[src/rtl/czono_loader.sv]
// Word-serial loader for a constrained-zonotope store: parses an n/ng/nc header,
// then emits one indexed write per element of c, G, A and b in that order.
module czono_loader #(
  parameter int unsigned DATA_WIDTH = 32,
  parameter int unsigned NMAX       = 512,
  parameter int unsigned NGMAX      = 512,
  parameter int unsigned NCMAX      = 512,
  localparam int unsigned RMAX  = (NMAX > NCMAX) ? NMAX : NCMAX,
  localparam int unsigned ROW_W = ($clog2(RMAX) > 0) ? $clog2(RMAX) : 1,
  localparam int unsigned COL_W = ($clog2(NGMAX) > 0) ? $clog2(NGMAX) : 1,
  localparam int unsigned NW    = $clog2(NMAX) + 1,
  localparam int unsigned NGW   = $clog2(NGMAX) + 1,
  localparam int unsigned NCW   = $clog2(NCMAX) + 1
) (
  input  logic                  clk,
  input  logic                  rst,
  input  logic                  s_valid,
  output logic                  s_ready,
  input  logic [DATA_WIDTH-1:0] s_data,
  input  logic                  s_last,
  output logic                  wr_en,
  output logic [1:0]            wr_sel,
  output logic [ROW_W-1:0]      wr_row,
  output logic [COL_W-1:0]      wr_col,
  output logic [DATA_WIDTH-1:0] wr_data,
  output logic [NW-1:0]         n,
  output logic [NGW-1:0]        ng,
  output logic [NCW-1:0]        nc,
  output logic                  busy,
  output logic                  done,
  output logic                  err
);

  typedef enum logic [2:0] {
    S_H0, S_H1, S_H2, S_SC, S_SG, S_SA, S_SB, S_DR
  } state_t;

  state_t                  state_q, state_d, next_sec;
  logic [ROW_W-1:0]        row_q, row_d;
  logic [COL_W-1:0]        col_q, col_d;
  logic [NW-1:0]           hn_q, hn_d;
  logic [NGW-1:0]          hng_q, hng_d;
  logic [NW-1:0]           n_d;
  logic [NGW-1:0]          ng_d;
  logic [NCW-1:0]          nc_d;
  logic                    wr_en_d, busy_d, done_d, err_d;
  logic [1:0]              wr_sel_d, sec_sel;
  logic [ROW_W-1:0]        wr_row_d;
  logic [COL_W-1:0]        wr_col_d;
  logic [DATA_WIDTH-1:0]   wr_data_d;
  logic                    xfer, hdr_ok, row_last, col_last, sec_end, in_matrix;
  logic [31:0]             sec_len;

  assign xfer = s_valid && s_ready;

  // Section bookkeeping: length of the current row dimension, end-of-section, successor.
  always_comb begin
    in_matrix = (state_q == S_SG) || (state_q == S_SA);
    sec_len   = ((state_q == S_SC) || (state_q == S_SG)) ? 32'(n) : 32'(nc);
    row_last  = (32'(row_q) == sec_len - 32'd1);
    col_last  = (32'(col_q) == 32'(ng) - 32'd1);
    sec_end   = in_matrix ? (row_last && col_last) : row_last;
    hdr_ok    = (hn_q != '0) && (hn_q <= NW'(NMAX)) && (hng_q <= NGW'(NGMAX)) &&
                (s_data[NCW-1:0] <= NCW'(NCMAX));
    next_sec  = S_H0;
    sec_sel   = 2'd0;
    case (state_q)
      S_SC: begin
        sec_sel  = 2'd0;
        next_sec = (ng != '0) ? S_SG : ((nc != '0) ? S_SB : S_H0);
      end
      S_SG: begin
        sec_sel  = 2'd1;
        next_sec = (nc != '0) ? S_SA : S_H0;
      end
      S_SA: begin
        sec_sel  = 2'd2;
        next_sec = S_SB;
      end
      S_SB: begin
        sec_sel  = 2'd3;
        next_sec = S_H0;
      end
      default: begin
        sec_sel  = 2'd0;
        next_sec = S_H0;
      end
    endcase
  end

  always_comb begin
    state_d   = state_q;
    row_d     = row_q;
    col_d     = col_q;
    hn_d      = hn_q;
    hng_d     = hng_q;
    n_d       = n;
    ng_d      = ng;
    nc_d      = nc;
    wr_en_d   = 1'b0;
    wr_sel_d  = wr_sel;
    wr_row_d  = wr_row;
    wr_col_d  = wr_col;
    wr_data_d = wr_data;
    busy_d    = busy;
    done_d    = 1'b0;
    err_d     = 1'b0;
    if (xfer) begin
      case (state_q)
        S_H0, S_H1: begin
          if (state_q == S_H0) hn_d = s_data[NW-1:0];
          else                 hng_d = s_data[NGW-1:0];
          busy_d  = 1'b1;
          state_d = (state_q == S_H0) ? S_H1 : S_H2;
          if (s_last) begin
            err_d   = 1'b1;
            busy_d  = 1'b0;
            state_d = S_H0;
          end
        end
        S_H2: begin
          if (s_last) begin
            err_d   = 1'b1;
            busy_d  = 1'b0;
            state_d = S_H0;
          end else if (!hdr_ok) begin
            err_d   = 1'b1;
            state_d = S_DR;
          end else begin
            n_d     = hn_q;
            ng_d    = hng_q;
            nc_d    = s_data[NCW-1:0];
            row_d   = '0;
            col_d   = '0;
            state_d = S_SC;
          end
        end
        S_SC, S_SG, S_SA, S_SB: begin
          wr_en_d   = 1'b1;
          wr_sel_d  = sec_sel;
          wr_row_d  = row_q;
          wr_col_d  = col_q;
          wr_data_d = s_data;
          if (sec_end && (next_sec == S_H0)) begin
            // Final element of the packet: s_last must be present here and only here.
            busy_d  = 1'b0;
            state_d = S_H0;
            if (s_last) begin
              done_d = 1'b1;
            end else begin
              err_d   = 1'b1;
              busy_d  = 1'b1;
              state_d = S_DR;
            end
          end else if (s_last) begin
            err_d   = 1'b1;
            busy_d  = 1'b0;
            state_d = S_H0;
          end else if (sec_end) begin
            row_d   = '0;
            col_d   = '0;
            state_d = next_sec;
          end else if (in_matrix && !col_last) begin
            col_d = col_q + COL_W'(1);
          end else begin
            col_d = '0;
            row_d = row_q + ROW_W'(1);
          end
        end
        default: begin
          if (s_last) begin
            busy_d  = 1'b0;
            state_d = S_H0;
          end
        end
      endcase
    end
  end

  always_ff @(posedge clk or posedge rst) begin
    if (rst) begin
      state_q <= S_H0;
      row_q   <= '0;
      col_q   <= '0;
      hn_q    <= '0;
      hng_q   <= '0;
      n       <= '0;
      ng      <= '0;
      nc      <= '0;
      wr_en   <= 1'b0;
      wr_sel  <= 2'd0;
      wr_row  <= '0;
      wr_col  <= '0;
      wr_data <= '0;
      busy    <= 1'b0;
      done    <= 1'b0;
      err     <= 1'b0;
      s_ready <= 1'b0;
    end else begin
      state_q <= state_d;
      row_q   <= row_d;
      col_q   <= col_d;
      hn_q    <= hn_d;
      hng_q   <= hng_d;
      n       <= n_d;
      ng      <= ng_d;
      nc      <= nc_d;
      wr_en   <= wr_en_d;
      wr_sel  <= wr_sel_d;
      wr_row  <= wr_row_d;
      wr_col  <= wr_col_d;
      wr_data <= wr_data_d;
      busy    <= busy_d;
      done    <= done_d;
      err     <= err_d;
      s_ready <= 1'b1;
    end
  end

endmodule
[config.mk]
export PLATFORM = sky130hd
export DESIGN_NAME = czono_loader
export DESIGN_NICKNAME = d
export VERILOG_FILES = /design/src/rtl/czono_loader.sv
export SDC_FILE = /design/constraint.sdc
export NUM_CORES = 1
export LEC_CHECK = 0
export ABC_AREA = 1
export ABC_CLOCK_PERIOD_IN_PS = 3950
export BUFFER_PORTS_ARGS = -buffer_cell sky130_fd_sc_hd__clkbuf_2
export CORE_ASPECT_RATIO = 1.2
export CORE_MARGIN = 1
export CORE_UTILIZATION = 53
export CTS_BUF_LIST = sky130_fd_sc_hd__clkbuf_4
export DETAILED_ROUTE_END_ITERATION = 10
export PLACE_DENSITY = 0.76
export SYNTH_ARGS = -nofsm -noshare
export SYNTH_HDL_FRONTEND = slang
export SYNTH_SLANG_ARGS = --single-unit
[constraint.sdc]
create_clock -name clk -period 3.95 [get_ports clk]
set_clock_uncertainty 0.15 [all_clocks]
set_input_delay 0.1975 -clock clk [delete_from_list [all_inputs] [get_ports clk]]
set_output_delay 0.1975 -clock clk [all_outputs]
set_load 0.02 [all_outputs]
[After elaboration in Yosys (flattened, before gate mapping)]
Cells that the tools add are included.
Word-level totals
  register bits after elaboration: 128
  input bits: 36
  output and inout bits: 87
Operators by class
  add/sub/neg operators: 4
  order comparisons: 3
  eq/ne operators: 14
  muxes and demuxes: 44
  bitwise gates (word level): 2
  reductions and logical operators: 26
Operator list (count)
  9-bit 2-to-1 mux: 10
  9-bit by 32-bit equality test with 1-bit output: 2
  9-bit case mux with 2 select lines: 2
  10-bit <= comparator, second input constant: 3
  3-bit 2-to-1 mux: 10
  10-bit nonzero test: 3
  10-bit by 1-bit subtractor with 11-bit output, second input constant: 2
  9-bit by 1-bit adder with 9-bit output, second input constant: 2
  3-bit case mux with 3 select lines: 2
  1-bit 2-to-1 mux: 14
  10-bit 2-to-1 mux: 1
  3-bit equality test, second input constant: 3
  3-bit AND reduction: 3
  2-bit inequality test, second input constant: 4
  1-bit logical AND: 7
  7-bit AND reduction: 1
  3-bit by 2-bit equality test with 1-bit output, second input constant: 2
  3-bit logical NOT: 2
  2-bit case mux with 3 select lines: 1
  6-bit AND reduction: 1
  2-bit 2-to-1 mux: 2
  4-bit inequality test, second input constant: 1
  4-bit AND reduction: 1
  4-bit nonzero test: 1
  other kinds (11): 13

[Depth between registers and ports, before layout]
  depth in word-level cells: 11
  mapped depth: 22
  gate-level depth less buffers: 20

[Worst setup path before layout]
Ideal clock, no wire load.
  path kind: register to register
  start: reg state_q[1]
  end: reg err
  library setup time: 0.125 ns
  data arrival time: 2.559 ns
  setup slack: 1.115 ns
  cell stages (with the launch flop): 20
  clock period less this slack: 2.835 ns
  cell sequence: dfrtp_1 -> buf_2 -> nor2_2 -> nand2_4 -> nand2_2 -> buf_6 -> nand2_2 -> nand2_4 -> ha_1 -> nand3_1 -> nor2_4 -> nand3_1 -> nand3_1 -> nand2_2 -> nor3_1 -> nand3_1 -> nor2_1 -> ha_1 -> a32oi_1 -> a21oi_1
On the way
  longest elaborated chain between the ends: 11
Ends and longest elaborated chain
  from (decl): RTL line 38  | state_t state_q, state_d, next_sec;
  from (signal assigned): RTL line 200  | state_q <= state_d;
  3-bit by 2-bit equality test with 1-bit output / 3-bit equality test (equally long branches)
  1-bit logical OR: RTL line 59  | sec_len = ((state_q == S_SC) || (state_q == S_SG)) ? 32'(n) : 32'(nc);
  10-bit 2-to-1 mux: RTL line 59
  10-bit by 1-bit subtractor with 11-bit output: RTL line 60  | row_last = (32'(row_q) == sec_len - 32'd1);
  9-bit by 32-bit equality test with 1-bit output: RTL line 60
  1-bit logical AND: RTL line 62  | sec_end = in_matrix ? (row_last && col_last) : row_last;
  1-bit 2-to-1 mux: RTL line 62
  1-bit logical AND: RTL line 144  | if (sec_end && (next_sec == S_H0)) begin
  1-bit 2-to-1 mux: RTL line 144
  1-bit case mux with 3 select lines (*): RTL line 109  | case (state_q)
  1-bit 2-to-1 mux (*): RTL line 108  | if (xfer) begin
  via err_d: RTL line 46  | logic wr_en_d, busy_d, done_d, err_d;
  to (signal assigned): RTL line 215  | err <= err_d;
  to (decl): RTL line 31  | output logic err
Mark *: on every way through the listed nets, which the timed path passes. The rest lies on a longest branch.
A chain may end at the register's enable or synchronous reset.

[Worst setup path in the final report]
  start: reg state_q[2]
  end: reg err
Same word-level chain as after synthesis.

==> summary.md <==
| Metric | Value |
|---|---|
| Status | finished clean |
| Placed Cells incl. Taps | ~1200 |
| FP Rows | 45 |
| Clock power frac | ~16% |
| YS warnings | 0 |
| Tmin final | around 3700 ps |
| Adder-Cell Fraction of Synth Area | under 10% |
| Combinational family with the most area after synthesis | simple AND/OR/NAND/NOR gates |
| Fin. Hold Viols | 0 |
| Sequential Power Share | a little under a third |
| Fill cells | 1116 |
| Clock latency on the worst-skew pair | roughly 540 ps |
| Die H | between 100 and 150 microns |
| CTS sink count | between 100 and 150 |
| Synth Flop Type | dfrtp_1 |
| Area of the multi-input gates | a little over 3000 sq um |
| Setup CP Type | reg2reg |
| Post-route ant nets | 0 |
| Reg area | approximately 3200 sq um |
| Core region area | around 13000 sq um |
| Max Transition Viols Final | 0 |
| Number of flops mapped to enable cells by yosys | 0 |
| Synth cell types | 45 |
| # IOs | ~120 |
| Post-Synth Simple-Gate Area | between 30% and 40% |
| Slew of the pin with the lowest slew margin | about 700 ps |
| Worst Hold Class | in2async |
| FF-to-FF Start | state_q[2] |
| Max Buffers Root-to-Sink | 2 |
| DRT iter0 DRCs | approximately 470 |
| Routed vias | approximately 6400 |
| Drt total wl | 17860 microns |
| Placer Congestion | between 0.9 and 1 |
| Slew margin rel. | between 50% and 60% |
| Clock Tree Root | clkbuf_4 |
| Multiplexer area fraction after synthesis | less than 1% |
| Finished Layout Cells | 1242 |
| Post-Synth XOR/XNOR Area | 1.903% |
| CP Max Fanout | 14 |
| VDD IR max | approximately 0.48 mV |
| Top area cells in the synthesized netlist | dfrtp_1, nand2_1, inv_1 |
| Synth Instances | around 910 |
| Pint | ~3300 uW |
| Largest net degree at the start of global routing | a little over 70 |
| Yosys top cell area share | between 40% and 50% |
| CTS tree | yes |
| DRC viols | 0 |
| Starting Density | a little over half |
| Clock transition at path regs | 130 ps |
| Post-detail-place hpwl | between 10000 and 15000 microns |
| Final hold slack | between 150 and 200 ps |
| Max Freq | approximately 0.27 GHz |
| Routed vias/inst | 5.148 |
| Global-route wire length before repair | 29320 microns |
| Most common cell in the synthesized netlist | nand2_1 |
| Initial antenna violation count | 1 |
| Placed instance area | between 7000 and 8000 sq um |
| Final net count | ~1100 |
| Depth of the CTS H-tree | 4 |
| Largest area contributor in the netlist | dfrtp_1 |
| Grt total ovfl | 0 |
| Gate power share | a little over half |
| Area fraction in compound gates after synthesis | 9.333% |
| Vias in the first global route | about 5900 |
| Setup crit start kind | flop |
| Routed len/inst | approximately 14 microns |
| Layout area overhead | 20.51% |
| Critical Path Start | state_q[2] |
| Setup-failing EPs final | 0 |
| Setup Total Neg Slack | 0 ps |
| CP Data Required Time | 4240 ps |
| Design Area, Final | between 8000 and 9000 sq um |
| Post-synthesis sequential area ratio | a little under half |
| Pleak | ~0.0044 uW |
| Syn_nets | 955 |
| Worst EP arrival | roughly 4000 ps |
| Die width | between 100 and 150 microns |
| Sw frac | roughly 49% |
| Cell area power density | about 770 nW/um^2 |
| Mean Syn Cell Area | 7.562 sq um |
| CTS Buf Count | 17 |
| Yosys reg bits | about 130 |
| Fraction of registers with async set/reset | 100.0% |
| DR pass1 iterations | 6 |
| RSZ-0062 raised after global routing | no |
| Post-synth top cells | nand2_1, dfrtp_1, inv_1, o21ai_0, nand3_1 |
| Switching Power | around 3100 uW |
| Layout cell share with drive strength beyond 1 | about a fifth |
| MaxCap Viol Count | 0 |
| Critical Path End Type | flop |
| Final period util | between 90% and 100% |
| GRT Total Usage | 27.98% |
| Mapped cell area | 6904 sq um |
| Port bufs | 122 |
| Die area | ~13000 sq um |
## kinds of logic after synthesis
group,Yosys count
simple gates,491
buf+inv,147
flops,128
compound gates,121
xor+xnor,15
fa+ha+maj,6
mux,4
other cells,1
## routing by layer
| layer | vias up | GRT usage [%] | routed length (microns) |
|---|---|---|---|
| met5 | - | 0 | 0 |
| met4 | 0 | 10.21 | 476 |
| met3 | 36 | 6.786 | 995 |
| met2 | 207 | 46.52 | 8690 |
| met1 | 2950 | 35.52 | 7695 |
| li1 | 3201 | - | - |
## per-stage QoR
stage                     util [%]  worst slack, ps  power (uW)
after floorplan                  -            189.9        4403
after global placement       60.06            766.7        5211
after detailed placement     60.06            668.3        5241
after CTS                    65.46            120.1        6313
after global routing         65.68            13.54        6847
final                        65.68            217.6        6366
## registers in the layout, summed over array words and instances (netlist names)
name     flops
busy         1
hng_q       10
s_ready      1
wr_en        1
nc          10
ng          10
wr_sel       2
done         1
err          1
n           10
wr_col       9
state_q      3
wr_data     32
wr_row       9
col_q        9
hn_q        10
row_q        9
## layout make-up
type	count	area share [%]
tap	164	2.466
clock inverter	13	2.271
timing repair buffer	163	12.27
clock buffer	18	1.624
antenna	1	0.03008
multi-input combinational	638	37.46
sequential	128	38.54
inverter	117	5.338
## power by group through the flow
stage | sequential [uW] | clock [uW] | combinational (uW)
after floorplan | 2260 | 0 | 2140
after global placement | 2020 | 0 | 3190
after detailed placement | 2020 | 0 | 3220
after CTS | 2010 | 1040 | 3260
after global routing | 2070 | 1100 | 3680
final | 2020 | 1030 | 3310
## placed cells by master (no fill, tap or decap), types with 5 or more instances in the layout
| cell | synthesis | routed |
|---|---|---|
| nand4_1 | 10 | 10 |
| inv_1 | 114 | 113 |
| a21oi_1 | 8 | 8 |
| clkbuf_4 | 0 | 18 |
| xor2_1 | 10 | 10 |
| nand2_1 | 312 | 311 |
| xnor2_1 | 5 | 5 |
| nand3_1 | 56 | 56 |
| dlygate4sd3_1 | 0 | 36 |
| nand3_2 | 6 | 6 |
| ha_1 | 6 | 6 |
| clkbuf_2 | 0 | 122 |
| o21ai_1 | 17 | 17 |
| nor4_1 | 5 | 5 |
| nor3_1 | 14 | 14 |
| nor2_1 | 46 | 46 |
| o21ai_0 | 84 | 84 |
| dfrtp_1 | 128 | 125 |
| nand2_2 | 19 | 19 |
| nor2_4 | 5 | 5 |
## worst max-delay path, cell delays in order (launching register included)
cell and delay (ps):
dfrtp_2 510, inv_4 130, nand3_4 190, nand2_8 170, nand2_2 70, nand2_4 70, ha_1 200, nand3_1 160
nor2_4 170, nand3_1 120, nand2_2 110, o211ai_1 100, nor3_1 240, nand3_1 100, nor2_1 100, ha_1 230
a32oi_1 160, a21oi_1 100, dlygate4sd3_1 560
## path summary, 6_finish.rpt
kind	end	slack, ps	cells after the start
max in group asynchronous	col_q[4]	2670	4
setup reg to reg	err	220	18
min in group clk	wr_data[20]	240	4
hold / removal	wr_data[25]	170	3
hold reg to reg	wr_data[14]	340	2
setup / recovery	err	220	18
## what timing repair did
item	CTS	global route
setup endpoints to repair	0	1
setup buffers	0	1
resized for setup	0	5
hold buffers	36	0
endpoints found under the hold margin	124	0
Note: power is estimated with default switching activity, not from simulation.
